$ cat src/rtl/segdisp_pkg.sv
// segdisp_pkg: shared constants for the 8-digit hex 7-segment scanner.
//   NDIGIT         - number of scanned digits
//   SEG_W          - number of segment lines, ordered {g,f,e,d,c,b,a}
//   seg_bit_e      - bit position of each segment within a pattern
//   HEX_SEG_TABLE  - active-high pattern for each hex nibble
//   hex_to_seg()   - table lookup helper
package segdisp_pkg;

    localparam int NDIGIT = 8;
    localparam int SEG_W  = 7;

    // Segment a is bit 0 and segment g is bit 6.
    typedef enum int unsigned {
        SEG_A = 0,
        SEG_B = 1,
        SEG_C = 2,
        SEG_D = 3,
        SEG_E = 4,
        SEG_F = 5,
        SEG_G = 6
    } seg_bit_e;

    localparam logic [SEG_W-1:0] HEX_SEG_TABLE [16] = '{
        7'h3F, 7'h06, 7'h5B, 7'h4F,
        7'h66, 7'h6D, 7'h7D, 7'h07,
        7'h7F, 7'h6F, 7'h77, 7'h7C,
        7'h39, 7'h5E, 7'h79, 7'h71
    };

    function automatic logic [SEG_W-1:0] hex_to_seg(input logic [3:0] nibble);
        return HEX_SEG_TABLE[nibble];
    endfunction

endpackage

$ cat src/rtl/segdisp_scan_if.sv
// segdisp_scan_if: signal bundle between the key-buffer side and the scanner.
//   in         - 32-bit value to display (in[3:0] is digit 0)
//   enable     - scan enable
//   blank_zero - leading-zero suppression enable
//   seg        - segment lines {g,f,e,d,c,b,a}, pin polarity
//   dig        - digit selects, pin polarity
//   frame      - one-cycle pulse at the start of each frame
// master drives the value and controls; slave is the scanner itself.
interface segdisp_scan_if;
    import segdisp_pkg::*;

    logic [31:0]       in;
    logic              enable;
    logic              blank_zero;
    logic [SEG_W-1:0]  seg;
    logic [NDIGIT-1:0] dig;
    logic              frame;

    modport master (
        output in, enable, blank_zero,
        input  seg, dig, frame
    );

    modport slave (
        input  in, enable, blank_zero,
        output seg, dig, frame
    );

endinterface

$ cat src/rtl/seg7_dec.sv
// seg7_dec: combinational hex nibble to 7-segment decoder.
//   nibble  - 4-bit hex digit
//   pattern - active-high segments {g,f,e,d,c,b,a}
module seg7_dec
    import segdisp_pkg::*;
(
    input  logic [3:0]       nibble,
    output logic [SEG_W-1:0] pattern
);

    assign pattern = hex_to_seg(nibble);

endmodule

$ cat src/rtl/segdisp_scan.sv
// segdisp_scan: time-multiplexed driver for an 8-digit hex 7-segment display.
//   clock - system clock, all state changes on the rising edge
//   reset - synchronous, active-high
//   bus   - slave side of segdisp_scan_if (in/enable/blank_zero in,
//           seg/dig/frame out)
// Each digit dwells DIV cycles: one dark cycle against ghosting, then DIV-1
// lit cycles. The displayed value is snapshotted at frame boundaries.
module segdisp_scan
    import segdisp_pkg::*;
#(
    parameter int DIV        = 1000,
    parameter bit ACTIVE_LOW = 1'b1
) (
    input logic           clock,
    input logic           reset,
    segdisp_scan_if.slave bus
);

    localparam int                 PCNT_W    = (DIV > 2) ? $clog2(DIV) : 1;
    localparam logic [PCNT_W-1:0]  PCNT_LAST = PCNT_W'(DIV - 1);
    localparam logic [SEG_W-1:0]   SEG_IDLE  = {SEG_W{ACTIVE_LOW}};
    localparam logic [NDIGIT-1:0]  DIG_IDLE  = {NDIGIT{ACTIVE_LOW}};

    logic [PCNT_W-1:0] pcnt;
    logic [2:0]        idx;
    logic [31:0]       snap;
    logic              wrap_d;
    logic              tick;
    logic              last_tick;

    logic [3:0]        nibble;
    logic [SEG_W-1:0]  pattern;
    logic [NDIGIT-1:0] lead_zero;
    logic              blank_cur;
    logic [SEG_W-1:0]  seg_next;
    logic [NDIGIT-1:0] dig_next;

    logic [SEG_W-1:0]  seg_q;
    logic [NDIGIT-1:0] dig_q;
    logic              frame_q;

    assign tick      = (pcnt == PCNT_LAST) && bus.enable;
    assign last_tick = tick && (idx == 3'd7);

    // Prescaler and digit index; both are parked at zero while disabled so
    // that every enabled run starts on the dark cycle of digit 0.
    always_ff @(posedge clock) begin
        if (reset) begin
            pcnt <= '0;
            idx  <= '0;
        end else if (!bus.enable) begin
            pcnt <= '0;
            idx  <= '0;
        end else begin
            pcnt <= (pcnt == PCNT_LAST) ? '0 : pcnt + 1'b1;
            if (tick) begin
                idx <= idx + 3'd1;
            end
        end
    end

    // Snapshot follows the input while dark and is otherwise refreshed only
    // on the final tick of a frame, so a frame never shows a torn value.
    always_ff @(posedge clock) begin
        if (reset) begin
            snap <= '0;
        end else if (!bus.enable || last_tick) begin
            snap <= bus.in;
        end
    end

    // wrap_d marks the cycle whose registered output is the dark cycle of
    // digit 0 of a new frame; it only exists after a real frame wrap, so a
    // restart from enable or reset never produces a frame pulse.
    always_ff @(posedge clock) begin
        if (reset) begin
            wrap_d <= 1'b0;
        end else begin
            wrap_d <= last_tick;
        end
    end

    assign nibble = snap[4*idx +: 4];

    seg7_dec u_dec (
        .nibble  (nibble),
        .pattern (pattern)
    );

    // lead_zero[i] is set when nibble i and every nibble above it are zero.
    always_comb begin
        logic all_zero;
        lead_zero = '0;
        all_zero  = 1'b1;
        for (int i = NDIGIT - 1; i >= 0; i--) begin
            all_zero     = all_zero && (snap[4*i +: 4] == 4'h0);
            lead_zero[i] = all_zero;
        end
    end

    assign blank_cur = bus.blank_zero && (idx != 3'd0) && lead_zero[idx];

    // Next output values in pin polarity; dark whenever disabled, and the
    // digit select is withheld on the first cycle of each dwell.
    always_comb begin
        logic [SEG_W-1:0]  seg_on;
        logic [NDIGIT-1:0] dig_on;
        seg_on = '0;
        dig_on = '0;
        if (bus.enable) begin
            seg_on = blank_cur ? '0 : pattern;
            if (pcnt != '0) begin
                dig_on = NDIGIT'(1) << idx;
            end
        end
        seg_next = seg_on ^ SEG_IDLE;
        dig_next = dig_on ^ DIG_IDLE;
    end

    // Output registers, reset to the inactive level of the chosen polarity.
    always_ff @(posedge clock) begin
        if (reset) begin
            seg_q   <= SEG_IDLE;
            dig_q   <= DIG_IDLE;
            frame_q <= 1'b0;
        end else begin
            seg_q   <= seg_next;
            dig_q   <= dig_next;
            frame_q <= wrap_d && bus.enable;
        end
    end

    assign bus.seg   = seg_q;
    assign bus.dig   = dig_q;
    assign bus.frame = frame_q;

endmodule

$ cat src/flat_wrapper.sv
// flat-port wrapper written by rule: the top's interface ports become plain ports
module segdisp_scan_flat import segdisp_pkg::*;
#(
    parameter int DIV        = 1000,
    parameter bit ACTIVE_LOW = 1'b1
)
  (clock, reset, bus_in, bus_enable, bus_blank_zero, bus_seg, bus_dig, bus_frame);
  segdisp_scan_if bus_i ();
  input logic clock;
  input logic reset;
  input wire logic [$bits(bus_i.in)-1:0] bus_in;
  input wire logic [$bits(bus_i.enable)-1:0] bus_enable;
  input wire logic [$bits(bus_i.blank_zero)-1:0] bus_blank_zero;
  output wire logic [$bits(bus_i.seg)-1:0] bus_seg;
  output wire logic [$bits(bus_i.dig)-1:0] bus_dig;
  output wire logic [$bits(bus_i.frame)-1:0] bus_frame;
  assign bus_i.in = bus_in;
  assign bus_i.enable = bus_enable;
  assign bus_i.blank_zero = bus_blank_zero;
  assign bus_seg = bus_i.seg;
  assign bus_dig = bus_i.dig;
  assign bus_frame = bus_i.frame;
  segdisp_scan #(.DIV(DIV), .ACTIVE_LOW(ACTIVE_LOW)) u_core (.clock(clock), .reset(reset), .bus(bus_i));
endmodule
$ cat config.mk
export PLATFORM = sky130hd
export DESIGN_NAME = segdisp_scan_flat
export DESIGN_NICKNAME = d
export VERILOG_FILES = /design/src/rtl/segdisp_pkg.sv /design/src/rtl/segdisp_scan_if.sv /design/src/rtl/seg7_dec.sv /design/src/rtl/segdisp_scan.sv /design/src/flat_wrapper.sv
export SDC_FILE = /design/constraint.sdc
export NUM_CORES = 1
export LEC_CHECK = 0
export BUFFER_PORTS_ARGS = -buffer_cell sky130_fd_sc_hd__buf_2
export CORE_MARGIN = 3
export CORE_UTILIZATION = 49
export CTS_CLUSTER_SIZE = 28
export DETAILED_ROUTE_END_ITERATION = 12
export PLACE_DENSITY = 0.72
export SETUP_SLACK_MARGIN = 0.5
export SLEW_MARGIN = 10
export SYNTH_ARGS = -nofsm -noshare
export SYNTH_HDL_FRONTEND = slang
export SYNTH_SLANG_ARGS = --single-unit
$ cat constraint.sdc
create_clock -name clock -period 3.55 [get_ports clock]
set_input_delay 0 -clock clock [delete_from_list [all_inputs] [get_ports clock]]
set_output_delay 0 -clock clock [all_outputs]
set_load 0.02 [all_outputs]
==> load_flow_metrics.sql <==
INSERT INTO impl_metrics (metric_group, metric, value, unit) VALUES
('run_status', 'outcome', 'finished, final reports clean', ''),
('synthesis', 'synthArstFlopShare', '0', '%'),
('synthesis', 'ys_seq_area_share', '43.66', '%'),
('global_route', 'maximum_number_of_pins_on_one_net_before_global_route_repair', '35', ''),
('finish', 'syn_to_final_growth', '29.93', '%'),
('power', 'share_clk_of_total_power', '43.4', '%'),
('synthesis', 'synth.area.top_cells', 'sky130_fd_sc_hd__dfxtp_1 (44%), sky130_fd_sc_hd__nand2_1 (10%), sky130_fd_sc_hd__a21oi_1 (6.3%)', ''),
('timing', 'slew_violations', '0', ''),
('floorplan', 'floorplan.rows', '27', ''),
('worst_setup_path', 'crit_slowest_cell', 'sky130_fd_sc_hd__dfxtp_1', ''),
('timing', 'clock_period_minus_worst_slack', '2.576', 'ns'),
('power', 'seq_power_share', '45.9', '%'),
('worst_setup_path', 'cp.required', '3.74', 'ns'),
('synthesis', 'synthFlopType', 'sky130_fd_sc_hd__dfxtp_1', ''),
('timing', 'setup_tns', '0', 'ns'),
('global_route', 'initial_antenna_violation_count', '0', ''),
('global_route', 'grt_pass1_vias', '2441', ''),
('clock_network', 'cts.sinks', '62', ''),
('power', 'combinationalPowerShare', '10.7', '%'),
('clock_network', 'tritoncts.num_buffers', '9', ''),
('power', 'powerDensity', '440.0', 'nW/um2'),
('synthesis', 'synth.net_count', '372', ''),
('worst_setup_path', 'startpoint_type', 'flip-flop', ''),
('timing', 'final_hold_viol_count', '0', ''),
('finish', 'final_layout_size_suffix_gt1_share', '20.78', '%'),
('synthesis', 'synth.ff_latch_count', '62', ''),
('clock_network', 'clock_tree.htree_level_count', '3', ''),
('floorplan', 'pin_count', '52', ''),
('synthesis', 'synth_top_area_cell', 'sky130_fd_sc_hd__dfxtp_1', ''),
('clock_network', 'tritoncts', 'built', ''),
('placement', 'post-dp-hpwl', '4278', 'um'),
('timing', 'rsz0062_at_grt', 'false', ''),
('finish', 'fillers', '466', ''),
('synthesis', 'synth.top_cell.area_share', '43.66', '%'),
('synthesis', 'yosysUniqueCellTypes', '49', ''),
('floorplan', 'fp.dieW', '82.17', 'um'),
('global_route', 'grt_first_pass_wirelength', '11090', 'um'),
('detailed_routing', 'antenna_left', '0', ''),
('timing', 'final_number_of_setup_violating_endpoints', '0', ''),
('detailed_routing', 'totalWireLength', '6390', 'um'),
('power', 'switching_share', '22.24', '%'),
('job', 'max_cap_violations', '0', ''),
('floorplan', 'floorplan.die_area', '6751', 'um2'),
('detailed_routing', 'detail_route.vias_per_cell', '5.160', ''),
('power', 'vdd.ir_drop.worst', '0.3520', 'mV'),
('global_route', 'grt_use_total', '21.55', '%'),
('worst_hold_path', 'hold_path_class', 'in2reg', ''),
('placement', 'gp_routability_congestion', '0.8506', ''),
('power', 'internal_power', '1.264', 'mW'),
('timing', 'max-slew-margin-rel', '43.52', '%'),
('worst_setup_path', 'crit_chain', 'mux4_2 -> o21ai_1 -> inv_1 -> ha_1 -> inv_1 -> nor2_1 -> a2111oi_2 -> o21ai_1', ''),
('detailed_routing', 'routed-via-count', '2482', ''),
('detailed_routing', 'drt-wirelength-per-cell', '13.28', 'um'),
('timing', 'fmax', '388.3', 'MHz'),
('clock_network', 'clock_pin_slew_on_the_worst_setup_and_hold_paths', '0.06', 'ns'),
('power', 'total_leakage_power', '1.500', 'nW'),
('detailed_routing', 'drcViolationCount', '0', ''),
('synthesis', 'yosys_warnings', '0', ''),
('finish', 'most_common_cell_after_layout_fill_and_taps_aside', 'sky130_fd_sc_hd__nand2_1', ''),
('clock_network', 'postCtsResizedCells', '0', ''),
('timing', 'final.period_utilization', '72.55', '%'),
('global_route', 'grt_remaining_overflow', '0', ''),
('timing', 'final.setup_skew', '0.009503', 'ns'),
('synthesis', 'syn-instance-count', '322', ''),
('clock_network', 'clk_path_buf_depth', '2', ''),
('floorplan', 'die_height', '82.17', 'um'),
('detailed_routing', 'first_pass_iters', '4', ''),
('synthesis', 'post_synth_edffs', '0', ''),
('power', 'net-switching-power', '0.3614', 'mW'),
('finish', 'mostFrequentLayoutCells', 'sky130_fd_sc_hd__nand2_1 (76), sky130_fd_sc_hd__dfxtp_1 (62), sky130_fd_sc_hd__buf_2 (51)', ''),
('worst_setup_path', 'end_kind', 'flip-flop', '');
==> Yosys cell counts (all sizes together), types with 2 or more instances <==
library cell,n
o21ai,5
and3,2
and2,5
mux4,5
nand2b,3
nor3,5
o22ai,2
nor2,24
o221ai,2
mux2,7
o31ai,3
ha,14
inv,11
nor4,8
nand3,4
nand4,2
o21a,2
xor2,2
mux2i,4
a21oi,36
dfxtp,62
o211ai,2
buf,7
a211oi,2
nand2,76
clkbuf,8
xnor2,7
==> power by group through the flow <==
stage	registers, mW	clock network (mW)	logic (mW)
6_report	0.746	0.705	0.174
2_1_floorplan	0.766	0	0.0891
3_5_place_dp	0.762	0	0.145
4_1_cts	0.746	0.719	0.173
3_3_place_gp	0.761	0	0.142
5_1_grt	0.749	0.751	0.197
==> sequential cells by signal, indices dropped and copies added (netlist names) <==
signal and flops:
u_core.pcnt 10, u_core.bus.dig 8, u_core.bus.frame 1, u_core.bus.seg 7, u_core.wrap_d 1, u_core.idx 3, u_core.snap 32
==> worst paths after layout <==
kind                               startpoint                end  slack, ns  cells after the start
worst max register to register  u_core.idx[0]  u_core.bus.seg[3]       0.97                      8
worst min-delay path                    reset     u_core.snap[8]       0.17                      2
worst max-delay path            u_core.idx[0]  u_core.bus.seg[3]       0.97                      8
worst min register to register  u_core.wrap_d   u_core.bus.frame       0.43                      1
==> per-layer routing <==
metal	wire length, um	GRT usage [%]	vias to the layer above
met5	0	0	-
met4	74	6.312	0
met3	262	6.074	7
met2	3200	37.32	54
met1	2853	25.95	1152
li1	-	-	1269
==> logic make-up (layout without fill, tap and decap cells) <==
group           count (synthesis)  in the layout  share of synthesized area, %
compound gates                 60             60                         13.38
xor+xnor                        9              9                         2.773
fa+ha+maj                      14             14                         6.162
buf+inv                        26            113                         3.961
flops                          62             62                         43.66
mux                            16             16                         8.539
simple gates                  135            135                         21.52
==> worst max-delay path: cells and delay by family, from the launching register on <==
| family | cells | cell delay, ns |
|---|---|---|
| adder cells (fa/ha/maj) | 1 | 0.21 |
| buffers and inverters | 2 | 0.24 |
| flip-flops | 1 | 0.56 |
| AO/OA/AOI/OAI | 3 | 0.82 |
| AND/OR/NAND/NOR | 1 | 0.06 |
| multiplexers | 1 | 0.55 |
==> metrics by stage <==
stage | setup WS, ns | util [%] | area, um2 | total power [mW] | hold slack (ns)
after global placement | 1.087 | 56.32 | 3139 | 0.9032 | 0.2463
final | 0.9744 | 66.26 | 3694 | 1.625 | 0.1661
after CTS | 0.9680 | 66.26 | 3694 | 1.637 | 0.1549
after floorplan | 1.231 | - | 2843 | 0.8553 | 0.1405
after global routing | 0.6810 | 66.26 | 3694 | 1.697 | 0.1867
after detailed placement | 0.9663 | 56.32 | 3139 | 0.9066 | 0.2499
==> repair_timing <==
item | in CTS | in global routing
hold buffers | 32 | 0
hold endpoints to repair | 32 | 0
buffers inserted | 0 | 0
==> area by class of cell <==
cell class	instances	area, um2	share of cell area (%)
Clock buffer	13	168.9	4.573
Clock inverter	3	65.06	1.762
Inverter	11	41.29	1.118
Multi-Input combinational cell	234	1489	40.31
Sequential cell	62	1241	33.60
Tap cell	72	90.09	2.439
Timing Repair Buffer	86	598.1	16.19
No activity file was read; power rests on OpenSTA's default activity.
